## src/rtl/seven_segment_scan_decoder.sv

```systemverilog
// rtl/seven_segment_scan_decoder.sv - recovers BCD digits from a scanned active-low seven-segment bus
//
// Ports:
//   clock        rising-edge system clock
//   reset_n      asynchronous active-low reset; release is synchronised internally
//   seg_n        active-low segments, bit0 = a .. bit6 = g
//   digit_idx    digit position currently driven on seg_n
//   bcd_out      decoded digits, digit k at [4k+3:4k]
//   digit_valid  digit k holds a decoded or blank value
//   digit_blank  digit k was last accepted as blank
//   digit_update one-cycle pulse per accepted in-range sample
//   frame_done   one-cycle pulse when every position has been accepted since last frame
//   bad_pattern  one-cycle pulse when an undecodable pattern is accepted
//   err_count    saturating count of bad patterns
module seven_segment_scan_decoder #(
  parameter int NUM_DIGITS    = 6,
  parameter int IDX_W         = 3,
  parameter int STABLE_CYCLES = 4
) (
  input  logic                    clock,
  input  logic                    reset_n,
  input  logic [6:0]              seg_n,
  input  logic [IDX_W-1:0]        digit_idx,
  output logic [4*NUM_DIGITS-1:0] bcd_out,
  output logic [NUM_DIGITS-1:0]   digit_valid,
  output logic [NUM_DIGITS-1:0]   digit_blank,
  output logic                    digit_update,
  output logic                    frame_done,
  output logic                    bad_pattern,
  output logic [7:0]              err_count
);

  localparam int CNT_W = (STABLE_CYCLES > 1) ? $clog2(STABLE_CYCLES) : 1;
  localparam logic [CNT_W-1:0] CNT_LAST = CNT_W'(STABLE_CYCLES - 1);

  localparam logic [1:0] K_DIGIT = 2'd0;
  localparam logic [1:0] K_BLANK = 2'd1;
  localparam logic [1:0] K_BAD   = 2'd2;

  typedef enum logic {SETTLE, HELD} state_t;

  // Returns {kind, value}.
  function automatic logic [5:0] decode(input logic [6:0] p);
    logic [5:0] r;
    case (p)
      7'h40:   r = {K_DIGIT, 4'd0};
      7'h79:   r = {K_DIGIT, 4'd1};
      7'h24:   r = {K_DIGIT, 4'd2};
      7'h30:   r = {K_DIGIT, 4'd3};
      7'h19:   r = {K_DIGIT, 4'd4};
      7'h12:   r = {K_DIGIT, 4'd5};
      7'h02:   r = {K_DIGIT, 4'd6};
      7'h78:   r = {K_DIGIT, 4'd7};
      7'h00:   r = {K_DIGIT, 4'd8};
      7'h10:   r = {K_DIGIT, 4'd9};
      7'h7F:   r = {K_BLANK, 4'd0};
      default: r = {K_BAD,   4'd0};
    endcase
    return r;
  endfunction

  // Reset release synchroniser; assertion still clears everything at once.
  logic [1:0] rst_pipe;
  logic       run;

  always_ff @(posedge clock or negedge reset_n) begin
    if (!reset_n) rst_pipe <= 2'b00;
    else          rst_pipe <= {rst_pipe[0], 1'b1};
  end

  assign run = rst_pipe[1];

  // Input synchroniser plus one more stage holding the previous pair.
  logic [6:0]       seg_s1, seg_s2, seg_prev;
  logic [IDX_W-1:0] idx_s1, idx_s2, idx_prev;
  logic             same;

  // State sits at its reset value until run rises, so holding is enough.
  always_ff @(posedge clock or negedge reset_n) begin
    if (!reset_n) begin
      seg_s1   <= 7'h7F;
      seg_s2   <= 7'h7F;
      seg_prev <= 7'h7F;
      idx_s1   <= '0;
      idx_s2   <= '0;
      idx_prev <= '0;
    end else if (run) begin
      seg_s1   <= seg_n;
      seg_s2   <= seg_s1;
      seg_prev <= seg_s2;
      idx_s1   <= digit_idx;
      idx_s2   <= idx_s1;
      idx_prev <= idx_s2;
    end
  end

  assign same = (seg_s2 == seg_prev) && (idx_s2 == idx_prev);

  // Stability filter FSM
  state_t           state, state_nx;
  logic [CNT_W-1:0] count, count_nx;
  logic             accept;

  always_ff @(posedge clock or negedge reset_n) begin
    if (!reset_n) begin
      state <= SETTLE;
      count <= '0;
    end else if (run) begin
      state <= state_nx;
      count <= count_nx;
    end
  end

  always_comb begin
    state_nx = state;
    count_nx = count;
    accept   = 1'b0;
    case (state)
      SETTLE: begin
        if (!same) begin
          count_nx = '0;
        end else if (count == CNT_LAST) begin
          accept   = 1'b1;
          state_nx = HELD;
          count_nx = '0;
        end else begin
          count_nx = count + 1'b1;
        end
      end
      HELD: begin
        if (!same) begin
          state_nx = SETTLE;
          count_nx = '0;
        end
      end
      default: begin
        state_nx = SETTLE;
        count_nx = '0;
      end
    endcase
  end

  // Digit store and frame tracking
  logic [NUM_DIGITS-1:0]   seen, seen_nx, onehot;
  logic [4*NUM_DIGITS-1:0] bcd_nx;
  logic [NUM_DIGITS-1:0]   valid_nx, blank_nx;
  logic [7:0]              err_nx;
  logic                    upd_nx, frame_nx, bad_nx;
  logic [5:0]              dec;

  assign dec = decode(seg_s2);

  always_comb begin
    bcd_nx   = bcd_out;
    valid_nx = digit_valid;
    blank_nx = digit_blank;
    seen_nx  = seen;
    err_nx   = err_count;
    upd_nx   = 1'b0;
    frame_nx = 1'b0;
    bad_nx   = 1'b0;
    onehot   = '0;
    for (int i = 0; i < NUM_DIGITS; i++) begin
      onehot[i] = (32'(idx_s2) == i);
    end
    // Out-of-range indices give an all-zero onehot and are dropped here.
    if (accept && (onehot != '0)) begin
      upd_nx = 1'b1;
      for (int i = 0; i < NUM_DIGITS; i++) begin
        if (onehot[i]) begin
          case (dec[5:4])
            K_DIGIT: begin
              bcd_nx[4*i +: 4] = dec[3:0];
              valid_nx[i]      = 1'b1;
              blank_nx[i]      = 1'b0;
            end
            K_BLANK: begin
              bcd_nx[4*i +: 4] = 4'd0;
              valid_nx[i]      = 1'b1;
              blank_nx[i]      = 1'b1;
            end
            default: begin
              valid_nx[i] = 1'b0;
              blank_nx[i] = 1'b0;
            end
          endcase
        end
      end
      if (dec[5:4] == K_BAD) begin
        bad_nx = 1'b1;
        if (err_count != 8'hFF) err_nx = err_count + 8'd1;
      end
      if ((seen | onehot) == {NUM_DIGITS{1'b1}}) begin
        frame_nx = 1'b1;
        seen_nx  = '0;
      end else begin
        seen_nx = seen | onehot;
      end
    end
  end

  always_ff @(posedge clock or negedge reset_n) begin
    if (!reset_n) begin
      bcd_out      <= '0;
      digit_valid  <= '0;
      digit_blank  <= '0;
      seen         <= '0;
      err_count    <= 8'd0;
      digit_update <= 1'b0;
      frame_done   <= 1'b0;
      bad_pattern  <= 1'b0;
    end else if (run) begin
      bcd_out      <= bcd_nx;
      digit_valid  <= valid_nx;
      digit_blank  <= blank_nx;
      seen         <= seen_nx;
      err_count    <= err_nx;
      digit_update <= upd_nx;
      frame_done   <= frame_nx;
      bad_pattern  <= bad_nx;
    end
  end

endmodule

```

## config.mk

```make
export PLATFORM = sky130hd
export DESIGN_NAME = seven_segment_scan_decoder
export DESIGN_NICKNAME = d
export VERILOG_FILES = /design/src/rtl/seven_segment_scan_decoder.sv
export SDC_FILE = /design/constraint.sdc
export NUM_CORES = 1
export LEC_CHECK = 0
export CORE_UTILIZATION = 45
export DETAILED_ROUTE_END_ITERATION = 10
export GPL_ROUTABILITY_DRIVEN = 0
export MAX_ROUTING_LAYER = met4
export PLACE_DENSITY = 0.69
export SYNTH_ARGS = -nofsm -noshare
export SYNTH_HDL_FRONTEND = slang
export SYNTH_SLANG_ARGS = --single-unit
```

## constraint.sdc

```tcl
create_clock -name clock -period 2.5 [get_ports clock]
set_input_delay 0.25 -clock clock [delete_from_list [all_inputs] [get_ports clock]]
set_output_delay 0.25 -clock clock [all_outputs]
set_load 0.005 [all_outputs]
```

==> results <==
- The run finished with clean final reports.
- In the synthesized netlist the dominant register cell turns out to be sky130_fd_sc_hd__dfrtp_1.
- For this run, the number of Yosys warnings is 0.
- In the final design database the tool counted 421 nets.
- The wire-length estimate of the detail-placed layout is 5480 µm.
- Counting flops and latches in the post-synthesis netlist gives 88.
- The largest net degree at the start of global routing is 53.
- The worst-case reg-to-reg path depth is 5.
- Data on the critical path is required at its endpoint by 2.73 ns.
- The largest family of logic cells by synthesized area is simple AND/OR/NAND/NOR gates.
- For this configuration, the core starts out at a cell density of 47.2%.
- Synthesis produced a netlist with a net count of 355.
- The largest total area in the synthesized netlist belongs to sky130_fd_sc_hd__dfrtp_1.
- The number of iterations in the first detailed-routing pass is 4.
- After detailed placement, the design holds a cell count of 500.
- The gate count after technology mapping is 341.
- STA puts the critical path data arrival time at 2.58 ns.
- The tightest min-delay check is of the reg -> reg type.
- STA classifies the critical path endpoint as a flop.
- The max-slew violation count is 0.
- The per-cell via count in the routed design is 5.32.
- The number of non-filler instances in the completed layout is 516.
- The number of antenna violations at the first check in global routing came to 0.
- The worst ir drop on vdd is 431 µV.
- The insertion delay to the later sink of the worst-skew pair is 0.35 ns.
- The area of the mapped netlist is 0.00391 mm².
- The basic-gate share of the synthesized area counting and, or, nand and nor cells is 13.9%.
- The portion of synthesized area spent on multiplexers is 8.92%.
- The cell with the largest stage delay on the worst path is sky130_fd_sc_hd__dfstp_2.
- At the pin with the least slew margin, the transition time is 0.532 ns.
- The achievable clock frequency is 0.426 GHz.
- The startpoint of the worst hold path is rst_pipe[0]$_DFF_PN0_.
- The completed layout was analyzed and its total power is 2.98 mW.
- The first-pass GRT wire length is 12600 µm.
- Once layout is done, the placed cells without fillers occupy 0.00482 mm².
- The top-level port count is 59.
- The worst register-to-register path ends at err_count[1]$_DFFE_PN0P_.
- The XOR/XNOR share of the synthesized area is 4.25%.
- In the finished design, the share of the clock period the worst path needs comes to 93.9%.
- Max-cap violations in this run came to 0.
- The maximum clock path buffer count is 2.
- The post-route minimum period is 2.35 ns.
- The worst hold path endpoint is rst_pipe[1]$_DFF_PN0_.
- The total of endpoints with negative setup slack in the final report is 0.
- The critical-path maximum fanout is 10.
- The number of clock buffers inserted by TritonCTS is 9.
- The total global-route track usage is 18.9%.
- The number of global-route vias before repair is 2607.
- The critical setup path kind is reg -> reg.
- The total negative slack for setup checks is 0 ns.
- The tree is rooted in a sky130_fd_sc_hd__clkbuf_8.
- The setup fix buffers added after clock tree synthesis is 0.
- The wire length after detailed routing is 7480 µm.
- Sequential cells were found to cover 56.9% of the synthesized design area.
- In this run the biggest area consumer among cell types represents 42.8% of the synthesized area.
- In this run the tool buffered the top-level ports with 58 buffer cells.
- The number of core rows is 33.
- Traced cell by cell, the critical path runs through xor2_1, nor4_2, nand4_2, nor4_4, mux2_2.
- The final worst clock skew is 0.0120 ns.
- In this run the tightest slew margin relative to its limit is 64.4%.
- The leakage power total is 2.05 nW.
- The synthesized-area fraction occupied by ao, oa, aoi and oai cells is 11.4%.
- The count of instances resized after the clock tree is built is 0.
- From synthesis to final layout, the design area changed by 23.1%.
- The die covers 0.00907 mm².
- The distinct cell type count of the synthesized netlist is 48.
- The worst hold path was traced through 0 stages.
- The total via count in the routed design is 2744.
- The DRC marker count from the first detailed-route iteration is 137.
- The number of synthesized flops with an enable pin is 0.
- The H-tree was split into 3 levels.
- The launch point of the worst reg-to-reg path is seg_s2[6]$_DFFE_PN1P_.
- After detailed placement, the total cell area comes to 0.00461 mm².
- The maximum single-stage delay on the critical path is 0.64 ns.
- Yosys attributes the largest share of cell area to sky130_fd_sc_hd__dfrtp_1 43%, sky130_fd_sc_hd__dfstp_2 14%, sky130_fd_sc_hd__mux2_2 8.9%.
- The slack of the worst reg-to-reg path is 0.15 ns.
- A synthesized cell averages 11.5 µm².
- After clock tree synthesis, the clock-pin slew on the worst setup and hold paths is 0.08 ns.
- The repair_antennas step left the layout with diodes totalling 0.
- The average wire length per cell after detail routing is 14.5 µm.
- The type of origin of the critical path is a flop.
- Power spread over the standard cell area amounts to 619 mW/mm².
- The floorplan die width is 95.3 µm.
- Setup repair after global routing left no endpoint under its margin.
- Of the cells placed in the final design, the portion with a size suffix greater than 1 is 21.7%.
- The core footprint is 0.00830 mm².
- Summed over all layers, the global routing overflow is 0.
- For this run, design rule violations remaining after detail routing come to 0.
- In this run the remaining antenna-violating nets after routing total 0.
- Counting every sink on the clock net gives 88.
- The final hold violation count is 0.
- TritonCTS built the clock tree.
- In this run the vertical extent of the chip is 95.3 µm.
- The fraction of synthesis flops using an asynchronous set or reset pin is 100%.
- The adder and majority gate portion of the synthesized area is 0.639%.
-- registers in the layout, indices dropped and copies added (netlist names), 2 cells and up --
signal / flops
seg_s1: 7
idx_prev: 3
digit_valid: 6
seg_prev: 7
bcd_out: 24
seen: 6
digit_blank: 6
seg_s2: 7
err_count: 8
rst_pipe: 2
idx_s2: 3
count: 2
idx_s1: 3
-- kinds of logic after synthesis --
family | count (synthesis)
AOI/OAI and AO/OA | 73
and+or+nand+nor | 104
DFF | 88
adders and majority gates | 2
muxes | 31
xor gates and xnor gates | 19
other | 1
buffers and inverters | 23
-- where the power goes --
group          internal, mW  switching, mW  leakage (nW)
Clock                 0.556          0.478         0.103
Sequential             1.54         0.0888          1.13
Combinational         0.160          0.162         0.813
-- what timing repair did --
item | CTS | global route
hold buffers | 1 | 0
hold endpoints to repair | 17 | 0
endpoints found under the setup margin | 0 | 1
-- worst max-delay path, delay by kind of cell (launching register included) --
kind | cells | cell delay (ns)
muxes | 1 | 0.39
xor gates and xnor gates | 1 | 0.10
DFF | 1 | 0.64
and+or+nand+nor | 3 | 1.11
-- cells in the mapped netlist (2+ instances only) --
cell type                   number
sky130_fd_sc_hd__o2111ai_1       2
sky130_fd_sc_hd__nor4_2          2
sky130_fd_sc_hd__dfrtp_1        67
sky130_fd_sc_hd__xor2_1         11
sky130_fd_sc_hd__nand3_1         8
sky130_fd_sc_hd__clkbuf_1        4
sky130_fd_sc_hd__mux2_2         31
sky130_fd_sc_hd__a32o_1          2
sky130_fd_sc_hd__and3_1          7
sky130_fd_sc_hd__a21o_1          2
sky130_fd_sc_hd__buf_1           2
sky130_fd_sc_hd__nand2_1        50
sky130_fd_sc_hd__nor3_1          4
sky130_fd_sc_hd__xnor2_1         8
sky130_fd_sc_hd__nand3b_1        2
sky130_fd_sc_hd__a22o_1          2
sky130_fd_sc_hd__nor2_1         13
sky130_fd_sc_hd__buf_2           2
sky130_fd_sc_hd__nand2b_1        2
sky130_fd_sc_hd__nor4b_1         2
sky130_fd_sc_hd__a21oi_1        11
sky130_fd_sc_hd__ha_1            2
sky130_fd_sc_hd__o211ai_1        4
sky130_fd_sc_hd__dfstp_2        21
sky130_fd_sc_hd__o21ai_0        42
sky130_fd_sc_hd__inv_1           6
sky130_fd_sc_hd__nand4_1         3
sky130_fd_sc_hd__nor2b_1         2
sky130_fd_sc_hd__buf_6           8
-- through the flow --
step	utilization (%)	hold WS, ns	setup slack (ns)
2_1_floorplan	-	-0.0456	0.274
3_3_place_gp	55.5	0.238	0.143
3_5_place_dp	55.5	0.240	0.101
4_1_cts	58.0	0.366	0.0923
5_1_grt	58.0	0.372	0.0244
6_report	58.0	0.362	0.153
-- cells in the final DEF (no fill, tap or decap), types with 3 or more instances in the layout --
| master | count |
|---|---|
| sky130_fd_sc_hd__mux2_2 | 31 |
| sky130_fd_sc_hd__nand2_1 | 50 |
| sky130_fd_sc_hd__nor2_1 | 13 |
| sky130_fd_sc_hd__buf_4 | 13 |
| sky130_fd_sc_hd__nand4_1 | 3 |
| sky130_fd_sc_hd__xnor2_1 | 8 |
| sky130_fd_sc_hd__xor2_1 | 11 |
| sky130_fd_sc_hd__clkdlybuf4s50_1 | 57 |
| sky130_fd_sc_hd__o211ai_1 | 4 |
| sky130_fd_sc_hd__clkbuf_8 | 9 |
| sky130_fd_sc_hd__inv_1 | 6 |
| sky130_fd_sc_hd__nor3_1 | 4 |
| sky130_fd_sc_hd__and3_1 | 7 |
| sky130_fd_sc_hd__dfrtp_1 | 67 |
| sky130_fd_sc_hd__o21ai_0 | 42 |
| sky130_fd_sc_hd__dfstp_2 | 21 |
| sky130_fd_sc_hd__nand3_1 | 8 |
| sky130_fd_sc_hd__a21oi_1 | 11 |
-- layout make-up --
class                           instances  area (µm²)
Clock inverter                          4        70.1
Timing Repair Buffer                   72         698
Sequential cell                        88        2230
Clock buffer                           11         131
Inverter                                6        22.5
Tap cell                              105         131
Fill cell                             728        3480
Multi-Input combinational cell        230        1540
-- metal layers --
metal / up-vias / global-route usage (%) / share of wire, %
met1: 1340 / 25.7 / 48
li1: 1331 / - / -
met4: 0 / 7.83 / 1.6
met5: - / - / 0
met3: 10 / 3.19 / 3.6
met2: 63 / 28.2 / 47
-- worst max-delay path by stage --
stage / start / end / slack [ns] / cells after the start
after global routing: seg_s2[6]$_DFFE_PN1P_ / err_count[1]$_DFFE_PN0P_ / 0.02 / 5
after global placement: seg_s2[6]$_DFFE_PN1P_ / err_count[1]$_DFFE_PN0P_ / 0.14 / 5
after CTS: seg_s2[6]$_DFFE_PN1P_ / err_count[1]$_DFFE_PN0P_ / 0.09 / 5
final: seg_s2[6]$_DFFE_PN1P_ / err_count[1]$_DFFE_PN0P_ / 0.15 / 5
after detailed placement: seg_s2[6]$_DFFE_PN1P_ / err_count[1]$_DFFE_PN0P_ / 0.10 / 5
after floorplan: seg_s2[3]$_DFFE_PN1P_ / err_count[1]$_DFFE_PN0P_ / 0.27 / 7
(Power assumes the default switching activity.)
